[src/rtl/program_loader_pkg.sv]
// Shared definitions for the program loader and its neighbours.
//   - default geometry of the instruction memory (address width, word width, depth)
//   - frame start byte
//   - loader FSM state encoding
//   - helper that decides whether a COUNT byte describes a loadable frame
package program_loader_pkg;

  localparam int          ADDR_W_DEF = 4;
  localparam int          INST_W_DEF = 16;
  localparam int          DEPTH_DEF  = 16;
  localparam logic [7:0]  SYNC_DEF   = 8'hA5;

  typedef enum logic [3:0] {
    ST_IDLE,
    ST_SYNC,
    ST_COUNT,
    ST_HI,
    ST_LO,
    ST_WRITE,
    ST_CHECK,
    ST_DONE,
    ST_ERROR
  } state_t;

  // A frame must carry at least one word and no more words than the memory holds.
  function automatic logic count_valid(input logic [7:0] cnt, input int depth);
    return (cnt != 8'd0) && (int'(cnt) <= depth);
  endfunction

endpackage

[src/rtl/program_loader_if.sv]
// Bundle of the loader's byte-stream input, program-RAM write port and status.
//   master : the environment (byte source, RAM, CPU control) - drives start/rx_*
//   slave  : the loader - drives rx_ready, mem_*, cpu_hold, done, err
// Signals:
//   start      1-cycle pulse arming the loader
//   rx_data    incoming byte, rx_valid qualifies it, rx_ready accepts it
//   mem_we     1-cycle RAM write strobe with mem_addr / mem_wdata
//   cpu_hold   CPU held in reset while loading or after a failure
//   done / err level status of the last frame
interface program_loader_if
  import program_loader_pkg::*;
#(
  parameter int ADDR_W = ADDR_W_DEF,
  parameter int INST_W = INST_W_DEF
) ();

  logic              start;
  logic [7:0]        rx_data;
  logic              rx_valid;
  logic              rx_ready;
  logic              mem_we;
  logic [ADDR_W-1:0] mem_addr;
  logic [INST_W-1:0] mem_wdata;
  logic              cpu_hold;
  logic              done;
  logic              err;

  modport master (
    output start, rx_data, rx_valid,
    input  rx_ready, mem_we, mem_addr, mem_wdata, cpu_hold, done, err
  );

  modport slave (
    input  start, rx_data, rx_valid,
    output rx_ready, mem_we, mem_addr, mem_wdata, cpu_hold, done, err
  );

endinterface

[src/rtl/program_loader_xor_checksum.sv]
// Running XOR of a byte stream.
// Ports:
//   clk     clock
//   rst_n   synchronous reset, active low (accumulator to 0)
//   clr_i   synchronous clear, takes priority over en_i
//   en_i    fold byte_i into the accumulator this cycle
//   byte_i  byte to accumulate
//   acc_o   registered accumulator
module xor_checksum (
  input  logic       clk,
  input  logic       rst_n,
  input  logic       clr_i,
  input  logic       en_i,
  input  logic [7:0] byte_i,
  output logic [7:0] acc_o
);

  logic [7:0] acc_q;

  always_ff @(posedge clk) begin
    if (!rst_n || clr_i) begin
      acc_q <= 8'h00;
    end else if (en_i) begin
      acc_q <= acc_q ^ byte_i;
    end
  end

  assign acc_o = acc_q;

endmodule

[src/rtl/program_loader.sv]
// Byte-stream loader for the instruction memory.
// Frame: SYNC, COUNT N (1..DEPTH), N x {hi, lo}, CHK (XOR of the 2N instruction bytes).
// Ports:
//   clk    system clock
//   rst_n  synchronous reset, active low
//   bus    program_loader_if.slave: start, rx_data/rx_valid/rx_ready byte stream,
//          mem_we/mem_addr/mem_wdata RAM write port, cpu_hold/done/err status.
// All outputs are registered. Words are written in order from address 0; the
// address counter stops at N-1 so it never wraps.
module program_loader
  import program_loader_pkg::*;
#(
  parameter int         ADDR_W = ADDR_W_DEF,
  parameter int         INST_W = INST_W_DEF,
  parameter int         DEPTH  = DEPTH_DEF,
  parameter logic [7:0] SYNC   = SYNC_DEF
) (
  input  logic             clk,
  input  logic             rst_n,
  program_loader_if.slave  bus
);

  state_t            state_q;
  logic              rx_ready_q;
  logic              mem_we_q;
  logic [ADDR_W-1:0] mem_addr_q;
  logic [INST_W-1:0] mem_wdata_q;
  logic              cpu_hold_q;
  logic              done_q;
  logic              err_q;
  logic [7:0]        hi_q;
  logic [ADDR_W:0]   n_q;      // words announced by COUNT (up to DEPTH)
  logic [ADDR_W:0]   wcnt_q;   // words written so far

  logic              hs;
  logic              armable;
  logic              chk_clr;
  logic              chk_en;
  logic [7:0]        chk;

  assign hs      = bus.rx_valid & rx_ready_q;
  assign armable = (state_q == ST_IDLE) || (state_q == ST_DONE) || (state_q == ST_ERROR);
  assign chk_clr = armable & bus.start;
  assign chk_en  = hs & ((state_q == ST_HI) || (state_q == ST_LO));

  xor_checksum u_chk (
    .clk    (clk),
    .rst_n  (rst_n),
    .clr_i  (chk_clr),
    .en_i   (chk_en),
    .byte_i (bus.rx_data),
    .acc_o  (chk)
  );

  always_ff @(posedge clk) begin
    if (!rst_n) begin
      state_q     <= ST_IDLE;
      rx_ready_q  <= 1'b0;
      mem_we_q    <= 1'b0;
      mem_addr_q  <= '0;
      mem_wdata_q <= '0;
      cpu_hold_q  <= 1'b0;
      done_q      <= 1'b0;
      err_q       <= 1'b0;
      n_q         <= '0;
      wcnt_q      <= '0;
    end else begin
      mem_we_q <= 1'b0;
      case (state_q)
        ST_IDLE, ST_DONE, ST_ERROR: begin
          // rx_ready is low here, so a byte offered alongside start waits for SYNC.
          if (bus.start) begin
            state_q    <= ST_SYNC;
            rx_ready_q <= 1'b1;
            cpu_hold_q <= 1'b1;
            done_q     <= 1'b0;
            err_q      <= 1'b0;
            mem_addr_q <= '0;
            wcnt_q     <= '0;
          end
        end
        ST_SYNC: begin
          if (hs && (bus.rx_data == SYNC)) begin
            state_q <= ST_COUNT;
          end
        end
        ST_COUNT: begin
          if (hs) begin
            if (count_valid(bus.rx_data, DEPTH)) begin
              n_q     <= (ADDR_W+1)'(bus.rx_data);
              state_q <= ST_HI;
            end else begin
              state_q    <= ST_ERROR;
              rx_ready_q <= 1'b0;
              err_q      <= 1'b1;
            end
          end
        end
        ST_HI: begin
          if (hs) begin
            hi_q    <= bus.rx_data;
            state_q <= ST_LO;
          end
        end
        ST_LO: begin
          // The strobe is raised here so it is high for exactly the WRITE cycle.
          if (hs) begin
            mem_wdata_q <= INST_W'({hi_q, bus.rx_data});
            mem_we_q    <= 1'b1;
            rx_ready_q  <= 1'b0;
            state_q     <= ST_WRITE;
          end
        end
        ST_WRITE: begin
          rx_ready_q <= 1'b1;
          wcnt_q     <= wcnt_q + 1'b1;
          if ((wcnt_q + 1'b1) < n_q) begin
            mem_addr_q <= mem_addr_q + 1'b1;
            state_q    <= ST_HI;
          end else begin
            state_q <= ST_CHECK;
          end
        end
        ST_CHECK: begin
          if (hs) begin
            rx_ready_q <= 1'b0;
            if (bus.rx_data == chk) begin
              state_q    <= ST_DONE;
              done_q     <= 1'b1;
              cpu_hold_q <= 1'b0;
            end else begin
              state_q <= ST_ERROR;
              err_q   <= 1'b1;
            end
          end
        end
        default: begin
          state_q    <= ST_IDLE;
          rx_ready_q <= 1'b0;
        end
      endcase
    end
  end

  assign bus.rx_ready  = rx_ready_q;
  assign bus.mem_we    = mem_we_q;
  assign bus.mem_addr  = mem_addr_q;
  assign bus.mem_wdata = mem_wdata_q;
  assign bus.cpu_hold  = cpu_hold_q;
  assign bus.done      = done_q;
  assign bus.err       = err_q;

endmodule
[src/flat_wrapper.sv]
// flat-port wrapper written by rule: the top's interface ports become plain ports
module program_loader_flat import program_loader_pkg::*;
#(
  parameter int         ADDR_W = ADDR_W_DEF,
  parameter int         INST_W = INST_W_DEF,
  parameter int         DEPTH  = DEPTH_DEF,
  parameter logic [7:0] SYNC   = SYNC_DEF
)
  (clk, rst_n, bus_start, bus_rx_data, bus_rx_valid, bus_rx_ready, bus_mem_we, bus_mem_addr, bus_mem_wdata, bus_cpu_hold, bus_done, bus_err);
  program_loader_if #(.ADDR_W(ADDR_W), .INST_W(INST_W)) bus_i ();
  input  logic clk;
  input  logic rst_n;
  input wire logic [$bits(bus_i.start)-1:0] bus_start;
  input wire logic [$bits(bus_i.rx_data)-1:0] bus_rx_data;
  input wire logic [$bits(bus_i.rx_valid)-1:0] bus_rx_valid;
  output wire logic [$bits(bus_i.rx_ready)-1:0] bus_rx_ready;
  output wire logic [$bits(bus_i.mem_we)-1:0] bus_mem_we;
  output wire logic [$bits(bus_i.mem_addr)-1:0] bus_mem_addr;
  output wire logic [$bits(bus_i.mem_wdata)-1:0] bus_mem_wdata;
  output wire logic [$bits(bus_i.cpu_hold)-1:0] bus_cpu_hold;
  output wire logic [$bits(bus_i.done)-1:0] bus_done;
  output wire logic [$bits(bus_i.err)-1:0] bus_err;
  assign bus_i.start = bus_start;
  assign bus_i.rx_data = bus_rx_data;
  assign bus_i.rx_valid = bus_rx_valid;
  assign bus_rx_ready = bus_i.rx_ready;
  assign bus_mem_we = bus_i.mem_we;
  assign bus_mem_addr = bus_i.mem_addr;
  assign bus_mem_wdata = bus_i.mem_wdata;
  assign bus_cpu_hold = bus_i.cpu_hold;
  assign bus_done = bus_i.done;
  assign bus_err = bus_i.err;
  program_loader #(.ADDR_W(ADDR_W), .INST_W(INST_W), .DEPTH(DEPTH), .SYNC(SYNC)) u_core (.clk(clk), .rst_n(rst_n), .bus(bus_i));
endmodule
[config.mk]
export PLATFORM = sky130hd
export DESIGN_NAME = program_loader_flat
export DESIGN_NICKNAME = d
export VERILOG_FILES = /design/src/rtl/program_loader_pkg.sv /design/src/rtl/program_loader_if.sv /design/src/rtl/program_loader_xor_checksum.sv /design/src/rtl/program_loader.sv /design/src/flat_wrapper.sv
export SDC_FILE = /design/constraint.sdc
export NUM_CORES = 1
export LEC_CHECK = 0
export ABC_AREA = 1
export ABC_CLOCK_PERIOD_IN_PS = 2400
export CAP_MARGIN = 20
export CORE_ASPECT_RATIO = 2
export CORE_UTILIZATION = 43
export CTS_CLUSTER_SIZE = 25
export DETAILED_ROUTE_END_ITERATION = 16
export PLACE_DENSITY = 0.73
export SLEW_MARGIN = 20
export SYNTH_ARGS = -nofsm -noshare
export SYNTH_HDL_FRONTEND = slang
export SYNTH_SLANG_ARGS = --single-unit
[constraint.sdc]
create_clock -name clk -period 2.4 [get_ports clk]
set_clock_uncertainty 0.15 [all_clocks]
set_input_delay 0.48 -clock clk [delete_from_list [all_inputs] [get_ports clk]]
set_output_delay 0.48 -clock clk [all_outputs]
set_load 0.05 [all_outputs]
* After elaboration in Yosys (flattened, before gate mapping)
Cells that the tools add are included.
** Operators by class
- $lt $le $gt $ge :: 2
- Equal/unequal tests :: 21
- Bitwise gates (word level) :: 5
- Mux-type cells :: 33
- Reduce and logical (&&, ||, !) cells :: 25
- Add/sub/neg operators :: 2
** Operator list (count)
- $mux W4 :: 10
- $pmux W4 S7 :: 1
- $eq A4 B3 Y1 const B :: 4
- $ne A2 B1 Y1 const B :: 8
- $mux W1 :: 14
- $reduce_and A6 Y1 :: 2
- $pmux W5 S2 :: 1
- $reduce_and A3 Y1 :: 3
- $eq A4 B2 Y1 const B :: 2
- $eq A8 B8 Y1 :: 1
- $eq A8 B8 Y1 const B :: 1
- $le A8 B5 Y1 const B :: 1
- $pmux W4 S2 :: 1
- $reduce_bool A8 Y1 :: 1
- $xor A8 B8 Y8 :: 1
- $ne A2 B2 Y1 const B :: 3
- $reduce_and A2 Y1 :: 3
- $add A5 B1 Y5 const B :: 1
- $lt A5 B5 Y1 :: 1
- $mux W5 :: 1
- $pmux W1 S5 :: 1
- $reduce_and A5 Y1 :: 1
- $add A4 B1 Y4 const B :: 1
- $eq A4 B1 Y1 const B :: 1
- 15 further kinds :: 24
** Word-level totals
- Word-level logic and storage cells :: 100
- Register bits :: 55
- Bits of input ports :: 12
- Output and inout bits :: 25

* Depth between registers and ports, before layout
Gate-level depths: netlist of the first run.
- Depth after elaboration :: 5
- Mapped depth :: 14
- Gate-level depth less buffers :: 14

* By module
Synthesis of the first run repeated with hierarchy kept, for this count alone.
** Unflattened totals
- Cells, all modules :: 357
- Area, all modules :: 2705.1 um^2
** Modules (own cells, without submodules)
- program_loader :: area each 2344.7 um^2, sequential area each 1021.0 um^2, cells each 313, instances 1
- xor_checksum :: area each 360.3 um^2, sequential area each 160.2 um^2, cells each 44, instances 1

* Least setup slack after synthesis of the first run
OpenSTA, ideal clock, no wires.
- Kind :: input port to flip-flop
- From :: input port rst_n
- To :: register u_core.hi_q[0] (enable)
- Cell stages on the path :: 4
- Arrival :: 1.616 ns
- Library setup time :: 0.383 ns
- Path buffers :: 2
- Required time :: 1.867 ns
- Path slack :: 0.250 ns
- Path through :: clkbuf_1 inv_1 clkbuf_1 nor3_1
** Between the ends
- Cells in the longest elaborated chain, start to end :: 1
** RTL lines
- start, declared :: RTL line flat_wrapper.sv:12 : input logic rst_n;
- $reduce_and A3 Y1 (no source line)
- end signal, assigned :: RTL line program_loader.sv:101 : hi_q <= bus.rx_data;
- end, declared :: RTL line program_loader.sv:31 : logic [7:0] hi_q;
Every way passes these cells.
A chain may end at the register's enable or synchronous reset.

* Final worst setup path of the first run
- From :: register u_core.mem_addr_q[0], in the netlist u_core.bus.mem_addr[0]
- To :: output port bus_mem_addr[0]
** RTL lines
- start, declared :: RTL line program_loader.sv:26 : logic [ADDR_W-1:0] mem_addr_q;
- start signal, assigned :: RTL line program_loader.sv:118 : mem_addr_q <= mem_addr_q + 1'b1;
- end, declared :: RTL line flat_wrapper.sv:18 : output wire logic [$bits(bus_i.mem_addr)-1:0] bus_mem_addr;
No word-level cell between the ends.

==> summary.md, run 1 <==
| Metric | Value |
|---|---|
| Final wirelength | 6.16 mm |
| FILL cells | 545 |
| Total track usage | 21.0% |
| Max-cap viol count | 0 |
| Wire per inst | 13.9 µm |
| Die footprint | 6290 µm² |
| Cell area after layout | 3190 µm² |
| Reg2Reg Capture Point | u_core.bus.mem_addr[2]$_SDFFE_PN0P_ |
| GP Congestion | 0.882 |
| Critical Path Max Stage Delay | 0.83 ns |
| Status | finished clean |
| Core Region | 5710 µm² |
| Clock tree buffer depth | 2 |
| Flops & latches, synth | 55 |
| CTS tree | done |
| Maximum vdd drop | 515 µV |
| Place WS | 0.0689 ns |
| CTS buffer count | 5 |
| Final worst setup slack | 0.246 ns |
| Most common cell after layout, fill and taps aside | nand2_1 |
| PortBufs | 36 |
| Area grow syn2layout | 24.6% |
| Via count | 2,327 |
| Cell breakdown of the critical path | clkdlybuf4s50_1 |
| Gr ovfl total | 0 |
| Routed Antenna Nets | 0 |
| DRC Markers | 0 |
| Hold depth | 2 |
| Mapped Nets | 354 |
| Antenna Cells | 0 |
| PwrDens | 773 nW/µm² |
| Highest clock rate | 464 MHz |
| Die Ht | 111 µm |
| Num rows | 39 |
| Leak | 0.00124 µW |
| Hold Path End | u_core.bus.err$_SDFFE_PN0P_ |
| Cell count of the worst reg-to-reg path | 14 |
| Sequential cell area | 1180 µm² |
| CP max stage cell | clkdlybuf4s50_1 |
| Cells after DPL | 434 |
| Crit path depth | 1 |
| Syn Std Cell Area | 2560 µm² |
| Layout cell share with drive strength beyond 1 | 10.2% |
| Pre-antenna DRT Iters | 4 |
| Antenna violations before repair | 0 |
| Vias in the first global route | 2,262 |
| Slew HR | 66.4% |
| CTS Hold Buffers Added | 0 |
| Final nets | 398 |
| Worst EP required | 1.77 ns |
| First-pass GRT wire length | 10.2 mm |
| Commonest cells after routing, fill and taps aside | nand2_1 (80), dfxtp_1 (46), a21oi_1 (42) |
| Worst-Skew Late Latency | 0.29 ns |
| Final setup vio count | 0 |
| Worst slew pin tran | 0.502 ns |
| Clock root cell | clkbuf_16 |
| Postcts setup bufs | 0 |
| Top Ports | 37 |
| CP Buf/Inv Count | 1 |
| Worst Path Arrival | 1.52 ns |
| Clk slew on worst S/H paths | 0.07 ns |
| Critical path type | reg2out |
| Crit. End Element | primary output |
| Mapped Cells | 336 |
| Multi-input logic area | 1210 µm² |
| DP Area | 3030 µm² |
| Die Wd | 56.6 µm |
| RSZ-0062 raised after global routing | no |
| Distinct cells, synth | 26 |
| Initial Util | 44.9% |
| Hold Path Origin | u_core.bus.err$_SDFFE_PN0P_ |
| Initial drt markers | 80 |
| Vias per cell | 5.26 |
| Final period util | 89.7% |
| Setup TNS Final | 0 ns |
| Post-route insts no fill | 442 |
| Yosys warns | 0 |
| Min cycle time layout | 2.15 ns |
| Reg-to-Reg Start | u_core.wcnt_q[0]$_SDFFE_PN0P_ |
| Largest net degree at the start of global routing | 29 |
| H-tree Lvls | 2 |
| Crit-path leading delay family | buffers and inverters |
| Worst-path fanout max | 5 |
| Hpwl dp | 4.68 mm |
| CP Launch Type | flop |
| Final hold violations | 0 |
| Hold crit path type | reg2reg |
| Syn avg cell area | 7.63 µm² |
| R2R setup slack | 0.25 ns |
| Final-report max-slew violation count | 0 |
| Seq/Total Area, Yosys | 46.1% |
| Total clock sinks | 55 |
area by class of cell:
cell class | instances | share of cell area [%]
Multi-Input combinational cell | 236 | 38.0
Sequential cell | 55 | 37.0
Timing Repair Buffer | 45 | 13.4
Clock buffer | 6 | 4.35
Inverter | 37 | 4.35
Tap cell | 61 | 2.39
Clock inverter | 2 | 0.509
sequential cells by signal, indices dropped and copies added, names as in the netlist:
register / flops
u_core.bus.mem_wdata: 16
u_core.hi_q: 8
u_core.u_chk.acc_o: 8
u_core.n_q: 5
u_core.wcnt_q: 5
u_core.bus.mem_addr: 4
u_core.state_q: 4
u_core.bus.cpu_hold: 1
u_core.bus.done: 1
u_core.bus.err: 1
u_core.bus.mem_we: 1
u_core.bus.rx_ready: 1
how the worst max path moves through the flow:
stage | end | slack [ns] | startpoint
after global routing | u_core.bus.mem_addr[3]$_SDFFE_PN0P_ | 0.02 | u_core.wcnt_q[0]$_SDFFE_PN0P_
after floorplan | u_core.hi_q[0]$_DFFE_PP_ | 0.25 | rst_n
after detailed placement | u_core.bus.rx_ready$_SDFFE_PN0P_ | 0.07 | bus_rx_data[1]
final | bus_mem_addr[0] | 0.25 | u_core.bus.mem_addr[0]$_SDFFE_PN0P_
after CTS | u_core.bus.mem_addr[3]$_SDFFE_PN0P_ | 0.14 | u_core.wcnt_q[0]$_SDFFE_PN0P_
after global placement | u_core.bus.rx_ready$_SDFFE_PN0P_ | 0.13 | bus_rx_data[3]
kinds of logic after synthesis:
| kind of cell | Yosys count | synth area share, % |
|---|---|---|
| xor+xnor | 8 | 2.73 |
| fa+ha+maj | 6 | 2.93 |
| compound gates | 61 | 12.5 |
| buf+inv | 45 | 6.98 |
| flops | 55 | 46.1 |
| simple gates | 161 | 28.7 |
cells in the mapped netlist, drive strengths merged:
cell,instances,share of area [%]
nand2,88,14
dfxtp,47,37
a21oi,42,8.2
inv,36,5.3
nand3,35,6.8
nor2,29,5.6
o21ai,17,3.8
edfxtp,8,9.4
xnor2,7,2.4
ha,6,2.9
clkbuf,5,0.73
nor3,5,0.98
nand4,4,1.6
buf,3,0.83
a211oi,2,0.59
clkinv,1,0.15
xor2,1,0.34
layer usage:
layer / up-vias / part of all wire (%) / GRT usage [%]
met2: 47 / 55 / 39.9
met4: 0 / 4.6 / 12.5
met3: 18 / 3.2 / 3.85
met1: 1076 / 37 / 19.7
li1: 1186 / - / -
met5: - / 0 / 0
what timing repair did:
item | in CTS | in global routing
endpoints found under the setup margin | 0 | 4
resized for setup | 0 | 3
hold endpoints to repair | 0 | 0
power breakdown:
group	internal, µW	total (µW)	switching (µW)
Sequential	976	1020	47.2
Combinational	215	691	476
Clock	418	755	337
metrics by stage:
step           util [%]  total power (µW)  hold slack, ns
2_1_floorplan         -              1530           0.302
3_3_place_gp       53.0              1730           0.294
3_5_place_dp       53.0              1730           0.304
4_1_cts            55.8              2480           0.315
5_1_grt            56.0              2600           0.324
6_report           56.0              2470           0.308
Note: power is estimated with default switching activity, not from simulation.
==> run 2: changes to the inputs <==
--- a/config.mk
+++ b/config.mk
@@ -8,11 +8,13 @@
 export ABC_AREA = 1
 export ABC_CLOCK_PERIOD_IN_PS = 2400
 export CAP_MARGIN = 20
+export CELL_PAD_IN_SITES_DETAIL_PLACEMENT = 1
+export CELL_PAD_IN_SITES_GLOBAL_PLACEMENT = 1
 export CORE_ASPECT_RATIO = 2
-export CORE_UTILIZATION = 43
+export CORE_UTILIZATION = 39
 export CTS_CLUSTER_SIZE = 25
 export DETAILED_ROUTE_END_ITERATION = 16
-export PLACE_DENSITY = 0.73
+export PLACE_DENSITY = 0.86
 export SLEW_MARGIN = 20
 export SYNTH_ARGS = -nofsm -noshare
 export SYNTH_HDL_FRONTEND = slang
==> run 2 against run 1 <==
  * Routed wire length increased by 22%
  * Critical path depth increased by 12
  * Clock power increased by 0.5%
  * Utilization decreased by 4.9 points
  * Fmax decreased by 5.8%
  * Combinational power increased by 4.9%
  * Largest cell class unchanged
  * Worst hold slack got worse by 0.00053 ns
  * Non-clock buffer count decreased by 1
  * Total power increased by 1.7%
  * Worst setup slack got worse by 0.13 ns
  * Die area increased by 10%
==> summary.md, run 2 (same netlist as run 1, synthesis figures left out) <==
| Metric | Value |
|---|---|
| Cell breakdown of the critical path | ha_2 -> nand3_1 -> xnor2_2 -> ha_1 -> nand2_1 -> inv_1 -> nand2_1 -> nand3_1 -> nand2_2 -> nand2_2 -> nor2_2 -> xnor2_1 -> nor2_1 |
| Final wirelength | 7.51 mm |
| Fin util | 51.0% |
| Postcts setup bufs | 0 |
| CP max stage cell | dfxtp_1 |
| Maximum vdd drop | 442 µV |
| Largest net degree at the start of global routing | 29 |
| Hold depth | 2 |
| Place WS | 0.0148 ns |
| Final nets | 397 |
| FILL cells | 813 |
| Crit-path leading delay family | simple AND/OR/NAND/NOR gates |
| Status | finished clean |
| Largest register FFs | 16 |
| Die Ht | 117 µm |
| Gr ovfl total | 0 |
| Hold crit path type | reg2reg |
| Worst slew pin tran | 0.522 ns |
| Net Sw Frac | 35.8% |
| Switching power | 900 µW |
| Worst-Skew Late Latency | 0.30 ns |
| Clock share of power | 30.2% |
| Commonest cells after routing, fill and taps aside | nand2_1 (80), dfxtp_1 (47), a21oi_1 (42) |
| Clock root cell | clkbuf_16 |
| Total clock sinks | 55 |
| Num rows | 41 |
| Slew HR | 65.1% |
| R2R setup slack | 0.11 ns |
| Initial drt markers | 36 |
| Vias in the first global route | 2,658 |
| CTS tree | done |
| Clock tree buffer depth | 2 |
| Pre-antenna DRT Iters | 4 |
| Worst EP required | 2.44 ns |
| Power Internal | 1610 µW |
| Final period util | 95.3% |
| Crit. End Element | flop |
| Vias per cell | 5.28 |
| Worst Path Arrival | 2.33 ns |
| Top Ports | 37 |
| Hold Path End | u_core.bus.err$_SDFFE_PN0P_ |
| Cell count of the worst reg-to-reg path | 13 |
| Min cycle time layout | 2.29 ns |
| Most common cell after layout, fill and taps aside | nand2_1 |
| Reg2Reg Capture Point | u_core.bus.mem_addr[3]$_SDFFE_PN0P_ |
| PortBufs | 36 |
| Routed Antenna Nets | 0 |
| Max-cap viol count | 0 |
| Final setup vio count | 0 |
| CP Buf/Inv Count | 1 |
| Die Wd | 59.3 µm |
| Antenna violations before repair | 0 |
| Die footprint | 6920 µm² |
| Clk slew on worst S/H paths | 0.07 ns |
| First-pass GRT wire length | 12.2 mm |
| DRC Markers | 0 |
| Hold Path Origin | u_core.bus.err$_SDFFE_PN0P_ |
| Worst-path fanout max | 4 |
| Final worst setup slack | 0.113 ns |
| PwrDens | 780 nW/µm² |
| Power share of the combinational group | 28.9% |
| Reg power frac | 40.9% |
| Reg-to-Reg Start | u_core.wcnt_q[1]$_SDFFE_PN0P_ |
| Critical Path Max Stage Delay | 0.37 ns |
| Critical path type | reg2reg |
| Wire per inst | 16.1 µm |
| Initial Util | 40.6% |
| Hpwl dp | 5.71 mm |
| Via count | 2,461 |
| CP Launch Type | flop |
| Antenna Cells | 0 |
| Highest clock rate | 437 MHz |
| Layout cell share with drive strength beyond 1 | 10.0% |
| Final-report max-slew violation count | 0 |
| H-tree Lvls | 2 |
| Area grow syn2layout | 25.6% |
| Final hold violations | 0 |
| Core Region | 6310 µm² |
| GP Congestion | 0.907 |
| Total track usage | 24.1% |
| CTS buffer count | 5 |
| Leak | 0.00123 µW |
run 2: cell types whose count changed in the layout (fill, tap and decap cells not counted), sizes merged:
cell / before / now
buf: 9 / 8
run 2: layout make-up:
| type | count | area (µm²) | share of cell area (%) |
|---|---|---|---|
| clock buffer | 6 | 139 | 4.31 |
| clock inverter | 2 | 16.3 | 0.505 |
| timing repair buffer | 44 | 420 | 13.1 |
| multi-input combinational | 236 | 1220 | 37.8 |
| inverter | 37 | 139 | 4.31 |
| sequential | 55 | 1180 | 36.7 |
| tap | 86 | 108 | 3.34 |
run 2: worst min-delay path, stage by stage (launching register included):
cell and delay, ns:
dfxtp_1 0.31, inv_1 0.05, a21oi_1 0.05
run 2: power by group through the flow:
stage                     combinational [µW]  clock (µW)  sequential [µW]
after floorplan                          409           0             1120
after global placement                   692           0             1040
after CTS                                725         777             1020
after global routing                     791         810             1030
final                                    725         759             1030
after detailed placement                 716           0             1040
run 2: what timing repair did:
action | 4_1_cts | 5_1_grt
setup endpoints to repair | 0 | 3
gates resized for setup | 0 | 3
hold endpoints to repair | 0 | 0
hold buffers | 0 | 0
run 2: metal layers:
metal  up-vias  share of wire [%]  global-route usage, %
li1       1179                  -                      -
met1      1179                 34                   20.5
met2        67                 56                   46.1
met3        36                2.7                   3.99
met4         0                7.1                   19.5
met5         -                  0                      0
run 2: worst max path at each step:
stage	startpoint	to	slack (ns)	depth (start not counted)
finish	u_core.wcnt_q[1]$_SDFFE_PN0P_	u_core.bus.mem_addr[3]$_SDFFE_PN0P_	0.11	13
global route	u_core.wcnt_q[1]$_SDFFE_PN0P_	u_core.bus.mem_addr[3]$_SDFFE_PN0P_	-0.02	13
CTS	u_core.wcnt_q[1]$_SDFFE_PN0P_	u_core.bus.mem_addr[3]$_SDFFE_PN0P_	0.06	13
detailed placement	bus_rx_data[3]	u_core.n_q[1]$_SDFFE_PN0P_	0.01	8
global placement	bus_rx_data[3]	u_core.n_q[2]$_SDFFE_PN0P_	0.05	8
floorplan	rst_n	u_core.hi_q[0]$_DFFE_PP_	0.25	4
run 2: per-stage QoR:
| step | hold WS, ns | instance area, µm² | setup TNS [ns] | cells | total power (µW) |
|---|---|---|---|---|---|
| floorplan | 0.302 | 2560 | 0 | 336 | 1530 |
| global placement | 0.292 | 3050 | 0 | 458 | 1740 |
| detailed placement | 0.296 | 3050 | 0 | 458 | 1760 |
| CTS | 0.312 | 3210 | 0 | 466 | 2520 |
| global route | 0.336 | 3220 | -0.0556 | 466 | 2630 |
| finish | 0.308 | 3220 | 0 | 466 | 2510 |
